==> src/rtl/posit_mant_add_norm.sv <==
// posit_mant_add_norm
//
// Purpose:
//   Two-stage mantissa add/subtract and normalise step of a posit adder.
//   Stage 1 forms the raw sum or difference of the aligned mantissas.
//   Stage 2 renormalises that sum so its leading one sits at bit 2N+2.
//   It also adjusts the scaled exponent to match, using signed
//   wrap-around arithmetic.
//   Valid/ready handshaking on both sides. Throughput is one beat per
//   cycle while out_ready is high.
//
// Parameters:
//   N   posit word width (mantissa datapath is 2N+3 bits)
//   es  exponent field width
//   Bs  regime-count width; the scaled exponent is Bs+es+2 bits, signed
//
// Ports:
//   clk        rising-edge clock
//   reset      asynchronous active-high reset
//   in_valid   input beat valid
//   in_ready   input beat accepted when high together with in_valid
//   big_mant   larger-magnitude aligned mantissa
//   small_mant smaller mantissa, already right-aligned with sticky folded in
//   op_sub     1 = operand signs differ, so subtract
//   big_sign   sign of the larger operand
//   big_exp    signed scaled exponent of the larger operand
//   out_valid  result valid
//   out_ready  downstream accepts the result
//   out_mant   normalised mantissa, leading one at bit 2N+2
//   out_exp    signed adjusted exponent
//   out_sign   result sign
//   out_zero   (only with POSIT_MADD_ZERO_FLAG_EN) result was an exact zero
//
// Optional feature macro: POSIT_MADD_ZERO_FLAG_EN adds the out_zero port.

module posit_mant_add_norm #(
    parameter int N  = 8,
    parameter int es = 4,
    parameter int Bs = $clog2(N)
) (
    input  logic                      clk,
    input  logic                      reset,
    input  logic                      in_valid,
    output logic                      in_ready,
    input  logic [2*N+2:0]            big_mant,
    input  logic [2*N+2:0]            small_mant,
    input  logic                      op_sub,
    input  logic                      big_sign,
    input  logic signed [Bs+es+1:0]   big_exp,
    output logic                      out_valid,
    input  logic                      out_ready,
    output logic [2*N+2:0]            out_mant,
    output logic signed [Bs+es+1:0]   out_exp,
    output logic                      out_sign
`ifdef POSIT_MADD_ZERO_FLAG_EN
    ,
    output logic                      out_zero
`endif
);

    localparam int M  = 2*N+3;
    localparam int EW = Bs+es+2;

    logic                 s1_valid;
    logic [M:0]           s1_sum;
    logic                 s1_sign;
    logic signed [EW-1:0] s1_exp;

    logic                 s2_accept;
    logic                 sum_zero;
    int                   lz;
    logic [M-1:0]         norm_mant;
    logic signed [EW-1:0] norm_exp;
    logic                 norm_sign;

    // Stage 2 can take a new beat when it is empty or its beat is leaving.
    // Stage 1 can take a new beat when it is empty or it is moving into stage 2.
    assign s2_accept = !out_valid || out_ready;
    assign in_ready  = !s1_valid || s2_accept;

    // Stage 1: capture the add/subtract result.
    // The extra top bit catches the carry out of an addition.
    // Upstream guarantees big >= small, so a subtraction never borrows.
    always_ff @(posedge clk or posedge reset) begin
        if (reset) begin
            s1_valid <= 1'b0;
            s1_sum   <= '0;
            s1_sign  <= 1'b0;
            s1_exp   <= '0;
        end else if (in_ready) begin
            s1_valid <= in_valid;
            if (in_valid) begin
                s1_sum  <= op_sub ? ({1'b0, big_mant} - {1'b0, small_mant})
                                  : ({1'b0, big_mant} + {1'b0, small_mant});
                s1_sign <= big_sign;
                s1_exp  <= big_exp;
            end
        end
    end

    assign sum_zero = (s1_sum == '0);

    // Leading-zero count of the low M bits of the sum.
    // The scan runs upward, so the last assignment comes from the highest
    // set bit. That bit fixes the shift distance.
    always_comb begin
        lz = 0;
        for (int i = 0; i < M; i++) begin
            if (s1_sum[i]) begin
                lz = M - 1 - i;
            end
        end
    end

    // Normalisation. On a carry out, shift right by one and fold the lost
    // bit into bit 0 as sticky.
    // Otherwise shift left until the leading one reaches the top.
    // An exact zero forces every field to zero, including the sign.
    always_comb begin
        norm_mant = '0;
        norm_exp  = '0;
        norm_sign = 1'b0;
        if (s1_sum[M]) begin
            norm_mant = s1_sum[M:1] | {{(M-1){1'b0}}, s1_sum[0]};
            norm_exp  = s1_exp + EW'(1);
            norm_sign = s1_sign;
        end else if (!sum_zero) begin
            norm_mant = s1_sum[M-1:0] << lz;
            norm_exp  = s1_exp - EW'(lz);
            norm_sign = s1_sign;
        end
    end

    // Stage 2: the output register.
    // While the downstream stalls it holds everything.
    // Reset drops any in-flight beat.
    always_ff @(posedge clk or posedge reset) begin
        if (reset) begin
            out_valid <= 1'b0;
            out_mant  <= '0;
            out_exp   <= '0;
            out_sign  <= 1'b0;
`ifdef POSIT_MADD_ZERO_FLAG_EN
            out_zero  <= 1'b0;
`endif
        end else if (s2_accept) begin
            out_valid <= s1_valid;
            if (s1_valid) begin
                out_mant <= norm_mant;
                out_exp  <= norm_exp;
                out_sign <= norm_sign;
`ifdef POSIT_MADD_ZERO_FLAG_EN
                out_zero <= sum_zero;
`endif
            end
        end
    end

endmodule
==> config.mk <==
export PLATFORM = sky130hd
export DESIGN_NAME = posit_mant_add_norm
export DESIGN_NICKNAME = d
export VERILOG_FILES = /design/src/rtl/posit_mant_add_norm.sv
export SDC_FILE = /design/constraint.sdc
export NUM_CORES = 1
export LEC_CHECK = 0
export CAP_MARGIN = 40
export CORE_MARGIN = 2
export CORE_UTILIZATION = 60
export DETAILED_ROUTE_END_ITERATION = 10
export PLACE_DENSITY = 0.94
export REMOVE_ABC_BUFFERS = 1
export SYNTH_ARGS = -nofsm -noshare
export SYNTH_HDL_FRONTEND = slang
export SYNTH_SLANG_ARGS = --single-unit
==> constraint.sdc <==
create_clock -name clk -period 5.2 [get_ports clk]
set_input_delay 1.04 -clock clk [delete_from_list [all_inputs] [get_ports clk]]
set_output_delay 1.04 -clock clk [all_outputs]
set_load 0.05 [all_outputs]
### After elaboration in Yosys (flattened, before gate mapping)

Index checks and enable logic that the tools add are counted.

* shift operators: 1
* bitwise operators: 1
* add/sub/neg operators: 4
* reductions and logical operators: 7
* multiplexer cells: 26

Operator list (count)
* 32-bit 2-to-1 mux: 18
* 19-bit 2-to-1 mux: 2
* 19-bit by 32-bit left shift with 19-bit output: 1
* 19-bit by 19-bit adder with 20-bit output: 1
* 20-bit zero test: 1
* 20-bit 2-to-1 mux: 1
* 19-bit by 19-bit subtractor with 20-bit output: 1
* 19-bit by 1-bit bitwise OR with 19-bit output: 1
* 9-bit 2-to-1 mux: 2
* 9-bit by 2-bit adder with 9-bit output, second input constant: 1
* 9-bit subtractor: 1
* 5-bit 2-to-1 mux: 1
* 2-bit AND reduction: 2
* 1-bit zero test: 2
* 1-bit logical OR: 2
* 1-bit 2-to-1 mux: 2

* register bits after elaboration: 61
* input port bits: 53
* output and inout port bits: 31
* word-level logic and storage cells: 47

### Logic depth before layout (Yosys ltp)

Gate-level depths: netlist of the first run.

* depth in word-level cells: 22
* gate-level depth with buffers: 17
* gate-level depth less buffers: 15

### Worst setup path after synthesis of the first run

Ideal clock, no wire load.

* kind: input-to-reg
* start: input port small_mant[3]
* end: register s1_sum[18]
* required time: 5.068 ns
* stages on the path: 13
* data arrival time: 3.747 ns
* slack: 1.321 ns
* buffers on the path: 0
* library setup time: 0.132 ns
* path through: nor2_1 nand4_1 nor4_1 a21oi_1 xnor2_1 ha_1 a21o_1 or4_1 o21ai_0 o2111ai_1 a21oi_1 xor2_1 o21ai_1

* cells in the longest elaborated chain, start to end: 2
* elaborated cells between the ends (all ways): 3
* classes of those cells: 2 x add/sub; 1 x mux

RTL lines
* start: declaration: line 46 `input logic [2*N+2:0] small_mant,`
* 19-bit by 19-bit adder with 20-bit output / 19-bit by 19-bit subtractor with 20-bit output (equally long branches): line 94, 93
* 20-bit 2-to-1 mux (*): line 93 `s1_sum <= op_sub ? ({1'b0, big_mant} - {1'b0, small_mant})`
* end signal: assignment: line 93
* end: declaration: line 65 `logic [M:0] s1_sum;`

Every way passes the cells marked *; elsewhere a longest branch is shown, timed or not.
A chain may end at the register's enable or synchronous reset.

### Final worst setup path of the first run

* start: input port small_mant[0]
* end: register s1_sum[18]

The elaborated chain is that of the path after synthesis.

==> flow_summary_export.csv, run 1 <==
group,metric,value,unit
power_and_ir_drop,power.density,499,nW/um^2
route,routed_wl,14400,um
die,die_area,9660,um^2
place,placed_cell_count,801,
timing,max_freq,221,MHz
synthesis,yosysTopAreaCellShare,0.286,
route,firstDrtPassIters,6,
route,routedWlPerCell,17.7,um
power_and_ir_drop,vdd_drop_max,0.229,mV
synthesis,post_synth.cell_area_avg,8.25,um^2
die,floorplan.die.width,98.3,um
grt,grt_pass1_vias,5041,
final_layout,post_layout_nonfiller_instances,817,
grt,antenna_found_initial,0,
clocking,postCtsResizedCells,0,
timing,finalSetupViolCount,0,
synthesis,synth_enable_flop_cells,0,
worst_setup_path,critical_path_class,"input port to flop",
worst_setup_path,path_max_fanout,4,
route,detailroute.via_count,5220,
final_layout,fin_nets,785,
timing,timing_worst_slew_pin_value,0.763,ns
timing,timing.clock.skew,0.0114,ns
clocking,cts.hold.buffers_added,0,
timing,finalSetupTns,0,ns
place,placement.cell_area,6120,um^2
synthesis,synthCells,646,
final_layout,ant_diodes,0,
clocking,tritoncts,"done",
route,avgViaCountPerCell,6.39,
clocking,clock_latency,0.35,ns
final_layout,fraction_of_final_layout_cells_with_drive_strength_greater_than_1,0.0818,
place,dp.final_hpwl,10500,um
grt,grt_overflow_total,0,
grt,maximum_number_of_pins_on_one_net_before_global_route_repair,62,
place,io_buffer_count,83,
synthesis,asyncSetResetFlopFracSynth,1.00,
route,route.detailed.drc,0,
place,gp_congestion,0.915,
worst_setup_path,critical_path.max_stage_delay,0.54,ns
timing,final_period_minus_worst_setup_slack,4.53,ns
timing,slew_violations,0,
grt,grt_pass1_wl,23700,um
worst_hold_path,holdPathStages,2,
clocking,h-tree-depth,3,
power_and_ir_drop,p_leak,2.57,nW
worst_setup_path,worstPathRequired,5.42,ns
timing,grt_setup_unrepaired,"no",
worst_setup_path,crit_path_end_kind,"flop",
worst_setup_path,cp_top_family,"compound AO/OA/AOI/OAI gates",
run,maxCapViolCount,0,
worst_setup_path,cp.depth,15,
timing,hold_violations,0,
die,num_io_pins,84,
worst_setup_path,critical_path.cell_chain,"clkdlybuf4s50_1, inv_1, ha_1, nand4_1, nor4_1, a21oi_1, xnor2_1, ha_1, a21o_1, or4_1, o21ai_0, o2111ai_1, a21oi_1, xor2_1, o21ai_1",
die,core_area,8680,um^2
route,drt-initial-drc-count,503,
synthesis,synth-seq-cells,61,
timing,finalCritPeriodShare,0.872,
final_layout,area.growth.synth_to_final,19.1,%
clocking,clock_tree.root_cell,"sky130_fd_sc_hd__clkbuf_8",
worst_setup_path,rr_worst_depth,16,
worst_hold_path,hp-class,"flop to flop",
place,worst_setup_slack_before_clock_tree_synthesis,0.350,ns
synthesis,synth.cell_area,5330,um^2
worst_setup_path,worst-endpoint-arrival,4.76,ns
worst_setup_path,startpoint_type,"input port",
status,outcome,"completed",
timing,layout_setup_ws,0.668,ns
die,initial_core_util,0.614,
clocking,cts_post_setup_buffers_inserted,0,
synthesis,synth_cell_type_count,72,
route,antenna_violating_nets_post_route,0,
synthesis,synth_sequential_area_ratio,0.286,
synthesis,synth_largest_area_cell,"sky130_fd_sc_hd__dfrtp_1",
clocking,clk_pin_slew,0.07,ns
final_layout,layout.core_utilization,0.732,
worst_setup_path,critPathBufInv,2,
synthesis,synth_flop_cell,"sky130_fd_sc_hd__dfrtp_1",
clocking,clock_sink_count,61,
clocking,tritoncts.num_buffers,9,
timing,maxSlewHeadroom,0.491,
die,floorplan_die_height,98.3,um
synthesis,synthTopCellsByArea,"sky130_fd_sc_hd__dfrtp_1 29%, sky130_fd_sc_hd__ha_1 6.1%, sky130_fd_sc_hd__o21ai_0 5.0%",
grt,global_route.usage.total,0.299,
clocking,clock_tree.buffer_depth,2,
die,num_rows,34,
final_layout,postLayoutCellArea,6350,um^2
synthesis,synthesis.yosys.warnings,0,
worst_setup_path,critical-path-slowest-cell,"sky130_fd_sc_hd__nor4_1",
-- cell usage in the layout, fill, tap and decap left out, drive strengths merged, types with 18 or more instances in the layout --
cell type	count
nor3	18
clkdlybuf4s50	83
a21oi	46
xnor2	28
nor2	66
a211oi	18
o21ai	59
nand2	62
ha	26
dfrtp	61
inv	23
-- metal layers --
| layer | up-vias | part of all wire | global-route usage |
|---|---|---|---|
| li1 | 2459 | - | - |
| met1 | 2420 | 0.40 | 0.373 |
| met2 | 289 | 0.49 | 0.517 |
| met3 | 52 | 0.082 | 0.0465 |
| met4 | 0 | 0.033 | 0.126 |
| met5 | - | 0 | 0 |
-- state kept, by name, indices dropped and copies added, names as in the netlist --
name,count
out_exp,9
s1_sign,1
out_sign,1
s1_exp,9
out_valid,1
s1_sum,20
out_mant,19
s1_valid,1
-- cell usage after synthesis (7+ instances only) --
| cell type | count |
|---|---|
| sky130_fd_sc_hd__ha_1 | 26 |
| sky130_fd_sc_hd__nor3_1 | 17 |
| sky130_fd_sc_hd__and3_1 | 9 |
| sky130_fd_sc_hd__a221oi_1 | 10 |
| sky130_fd_sc_hd__nor2_1 | 64 |
| sky130_fd_sc_hd__o21ai_0 | 53 |
| sky130_fd_sc_hd__mux2_2 | 13 |
| sky130_fd_sc_hd__buf_6 | 7 |
| sky130_fd_sc_hd__nand2b_1 | 12 |
| sky130_fd_sc_hd__nand3_1 | 9 |
| sky130_fd_sc_hd__a31oi_1 | 13 |
| sky130_fd_sc_hd__inv_1 | 20 |
| sky130_fd_sc_hd__a21oi_1 | 46 |
| sky130_fd_sc_hd__mux2i_1 | 16 |
| sky130_fd_sc_hd__a211oi_1 | 18 |
| sky130_fd_sc_hd__clkbuf_1 | 19 |
| sky130_fd_sc_hd__o21a_1 | 7 |
| sky130_fd_sc_hd__dfrtp_1 | 61 |
| sky130_fd_sc_hd__xor2_1 | 16 |
| sky130_fd_sc_hd__buf_2 | 12 |
| sky130_fd_sc_hd__nand2_1 | 62 |
| sky130_fd_sc_hd__xnor2_1 | 28 |
-- metrics by stage --
step,power (mW),hold slack [ns]
final,3.17,0.475
after global routing,3.34,0.506
after CTS,3.13,0.484
after detailed placement,2.63,0.469
after global placement,2.58,0.462
after floorplan,2.07,0.471
-- layout make-up --
cell class	instances	area [um^2]
clock buffer	10	138
clock inverter	6	93.8
fill	668	2330
inverter	23	87.6
multi-input combinational	516	3460
sequential	61	1530
tap	108	135
timing repair buffer	93	906
-- worst reg2reg max path, cell delays in order, from the launching register on --
cell and delay (ns):
sky130_fd_sc_hd__dfrtp_1 0.62, sky130_fd_sc_hd__inv_1 0.13, sky130_fd_sc_hd__a221oi_1 0.27, sky130_fd_sc_hd__a21oi_1 0.15
sky130_fd_sc_hd__o21bai_2 0.13, sky130_fd_sc_hd__buf_4 0.33, sky130_fd_sc_hd__inv_1 0.36, sky130_fd_sc_hd__ha_1 0.33
sky130_fd_sc_hd__fa_1 0.42, sky130_fd_sc_hd__nor2b_1 0.19, sky130_fd_sc_hd__o21ai_0 0.11, sky130_fd_sc_hd__nand2b_1 0.14
sky130_fd_sc_hd__a211o_1 0.18, sky130_fd_sc_hd__nor3_1 0.07, sky130_fd_sc_hd__xor2_1 0.15, sky130_fd_sc_hd__a221oi_1 0.33
sky130_fd_sc_hd__nor2_1 0.09
-- where the power goes --
| part | switching, mW | leakage, nW | total, mW | internal (mW) |
|---|---|---|---|---|
| Clock | 0.207 | 0.113 | 0.493 | 0.286 |
| Sequential | 0.213 | 0.723 | 0.838 | 0.625 |
| Combinational | 1.14 | 1.74 | 1.84 | 0.699 |
-- path summary, 6_finish.rpt --
| check | from | endpoint | slack [ns] |
|---|---|---|---|
| worst max-delay path | small_mant[0] | s1_sum[18] | 0.67 |
| min in group asynchronous | reset | s1_exp[8] | 1.23 |
| worst min-delay path | out_exp[0] | out_exp[0] | 0.48 |
| worst max register to register | s1_sum[8] | out_exp[8] | 1.09 |
| worst min register to register | out_exp[0] | out_exp[0] | 0.48 |
| max in group asynchronous | reset | s1_sum[6] | 3.46 |
-- cells by family (layout without fill, tap and decap cells) --
family | Yosys count | in the layout | synth area share
simple gates | 211 | 211 | 0.193
compound gates | 202 | 202 | 0.251
buf+inv | 69 | 132 | 0.0652
flops | 61 | 61 | 0.286
xor+xnor | 44 | 44 | 0.0723
mux | 31 | 31 | 0.0645
fa+ha+maj | 28 | 28 | 0.0685
No activity file was read; power rests on OpenSTA's default activity.
==> inputs of run 2 (changes only) <==
Settings changed: CORE_ASPECT_RATIO set to 0.8.
==> run 2 against run 1 <==
Net effect:
- fmax is 0.73% higher
- cell count increased by 0.24%
- clock skew barely moved
- via count increased by 0.84%
- utilization is 0.46 points higher
- clock power is 19% lower
- non-clock buffer count fell by 2
- wire length up 0.56%
- combinational power hardly changed
- die area about the same
- design area fell by 0.77%
- first-iteration DRC count grew 13%
==> flow_summary_export.csv, run 2 (synthesis gave the netlist of run 1 again) <==
group,metric,value,unit
worst_setup_path,critical_path_class,"input port to flop",
clocking,cts.hold.buffers_added,0,
power_and_ir_drop,vdd_drop_max,0.310,mV
timing,slew_violations,0,
die,floorplan.die.width,109,um
die,num_rows,30,
grt,maximum_number_of_pins_on_one_net_before_global_route_repair,62,
place,io_buffer_count,83,
worst_setup_path,critical-path-slowest-cell,"sky130_fd_sc_hd__nor4_1",
power_and_ir_drop,p_leak,2.54,nW
timing,hold_violations,0,
timing,timing_worst_slew_pin_value,0.809,ns
timing,timing.clock.skew,0.0116,ns
route,firstDrtPassIters,5,
timing,final_hold_slack,0.482,ns
clocking,clock_latency,0.36,ns
run,maxCapViolCount,0,
final_layout,area.growth.synth_to_final,18.1,%
final_layout,commonest_non_fill_non_tap_cells_in_the_layout,"83 x sky130_fd_sc_hd__clkdlybuf4s50_1, 64 x sky130_fd_sc_hd__nor2_1, 62 x sky130_fd_sc_hd__nand2_1",
worst_setup_path,critical_path.max_stage_delay,0.52,ns
worst_setup_path,startpoint_type,"input port",
grt,grt_pass1_wl,23900,um
die,num_io_pins,84,
route,detailroute.via_count,5264,
power_and_ir_drop,power.density,488,nW/um^2
worst_setup_path,worst-endpoint-arrival,4.73,ns
clocking,postCtsResizedCells,0,
route,avgViaCountPerCell,6.43,
worst_setup_path,path_max_fanout,7,
die,floorplan_die_height,88.3,um
worst_setup_path,timing.reg2reg.setup_slack,1.18,ns
timing,finalSetupViolCount,0,
worst_setup_path,cp_dominant_cell_by_count,"sky130_fd_sc_hd__a21oi_1",
clocking,tritoncts.num_buffers,9,
route,routedWlPerCell,17.7,um
clocking,cts_post_setup_buffers_inserted,0,
grt,antenna_found_initial,0,
worst_setup_path,critical_path.cell_chain,"clkdlybuf4s50_1, nor2_1, nand4_1, nor4_1, a21oi_1, xnor2_1, ha_1, a21o_1, or4_1, o21ai_0, o2111ai_1, a21oi_1, xor2_1, o21ai_1",
timing,finalSetupTns,0,ns
timing,max_freq,222,MHz
status,outcome,"completed",
place,dp.final_hpwl,10800,um
timing,maxSlewHeadroom,0.460,
clocking,h-tree-depth,3,
grt,grt_overflow_total,0,
grt,grt_pass1_vias,4976,
final_layout,registers.top_by_ff_count,"s1_sum",
worst_setup_path,worst_setup_path_startpoint,"small_mant[2]",
clocking,clk_pin_slew,0.07,ns
worst_hold_path,hp-class,"flop to flop",
worst_setup_path,timing.rr.start,"s1_sum[8]",
timing,grt_setup_unrepaired,"no",
final_layout,fin_nets,783,
place,gp_congestion,0.935,
final_layout,final_common_cell,"sky130_fd_sc_hd__clkdlybuf4s50_1",
worst_setup_path,worstPathRequired,5.43,ns
grt,global_route.usage.total,0.314,
final_layout,top_regs,"s1_sum x20, out_mant x19",
final_layout,flip_flop_count_of_the_largest_register_all_copies_and_words_added,20,
route,route.detailed.drc,0,
route,routed_wl,14500,um
route,antenna_violating_nets_post_route,0,
timing,finalCritPeriodShare,0.865,
die,initial_core_util,0.623,
clocking,clock_tree.buffer_depth,2,
die,die_area,9660,um^2
final_layout,fraction_of_final_layout_cells_with_drive_strength_greater_than_1,0.0792,
route,drt-initial-drc-count,566,
worst_hold_path,min-delay-start,"out_mant[18]",
timing,final_period_minus_worst_setup_slack,4.50,ns
final_layout,ant_diodes,0,
worst_setup_path,crit_path_end_kind,"flop",
final_layout,number_of_fill_cells_in_the_layout,648,
die,core_area,8560,um^2
clocking,tritoncts,"done",
clocking,clock_tree.root_cell,"sky130_fd_sc_hd__clkbuf_8",
clocking,clock_sink_count,61,
run 2: layer usage:
layer / up-vias / wire, um / track usage
met3: 34 / 1050 / 0.0493
met5: - / 0 / 0
met2: 252 / 6860 / 0.539
met4: 0 / 317 / 0.123
met1: 2523 / 6300 / 0.400
li1: 2455 / - / -
run 2: metrics by stage:
stage	instances	utilization	total power, mW	worst slack [ns]	cell area [um^2]
final	819	0.736	3.08	0.701	6300
after global routing	819	0.736	3.25	0.383	6300
after CTS	819	0.736	3.05	0.728	6300
after detailed placement	803	0.714	2.65	0.386	6110
after global placement	802	0.713	2.59	0.607	6100
after floorplan	600	-	2.07	0.741	5070
run 2: report_power, final:
group	total (mW)	internal, mW	switching, mW
clock network	0.400	0.199	0.201
logic	1.84	0.699	1.14
registers	0.835	0.625	0.210
total	3.08	1.52	1.55
run 2: final timing paths:
check | to | cells past startpoint
hold reg to reg | out_mant[18] | 2
setup / recovery | s1_sum[18] | 14
min in group asynchronous | s1_sign | 3
hold / removal | out_mant[18] | 2
max in group asynchronous | out_mant[13] | 3
setup reg to reg | out_exp[8] | 16
run 2: final cells by class:
| class | instances | area, um^2 | area share |
|---|---|---|---|
| flip-flops and latches | 61 | 1530 | 0.242 |
| well taps | 112 | 140 | 0.0222 |
| inverters | 23 | 87.6 | 0.0139 |
| clock inverters | 5 | 33.8 | 0.00536 |
| multi-input cells | 516 | 3460 | 0.550 |
| repair buffers | 91 | 898 | 0.143 |
| clock buffers | 11 | 151 | 0.0240 |
run 2: worst max-delay path: cells and delay by family:
kind | cells | cell delay (ns)
xor+xnor | 2 | 0.32
buf+inv | 1 | 0.47
simple gates | 4 | 1.54
compound gates | 6 | 1.16
fa+ha+maj | 1 | 0.22
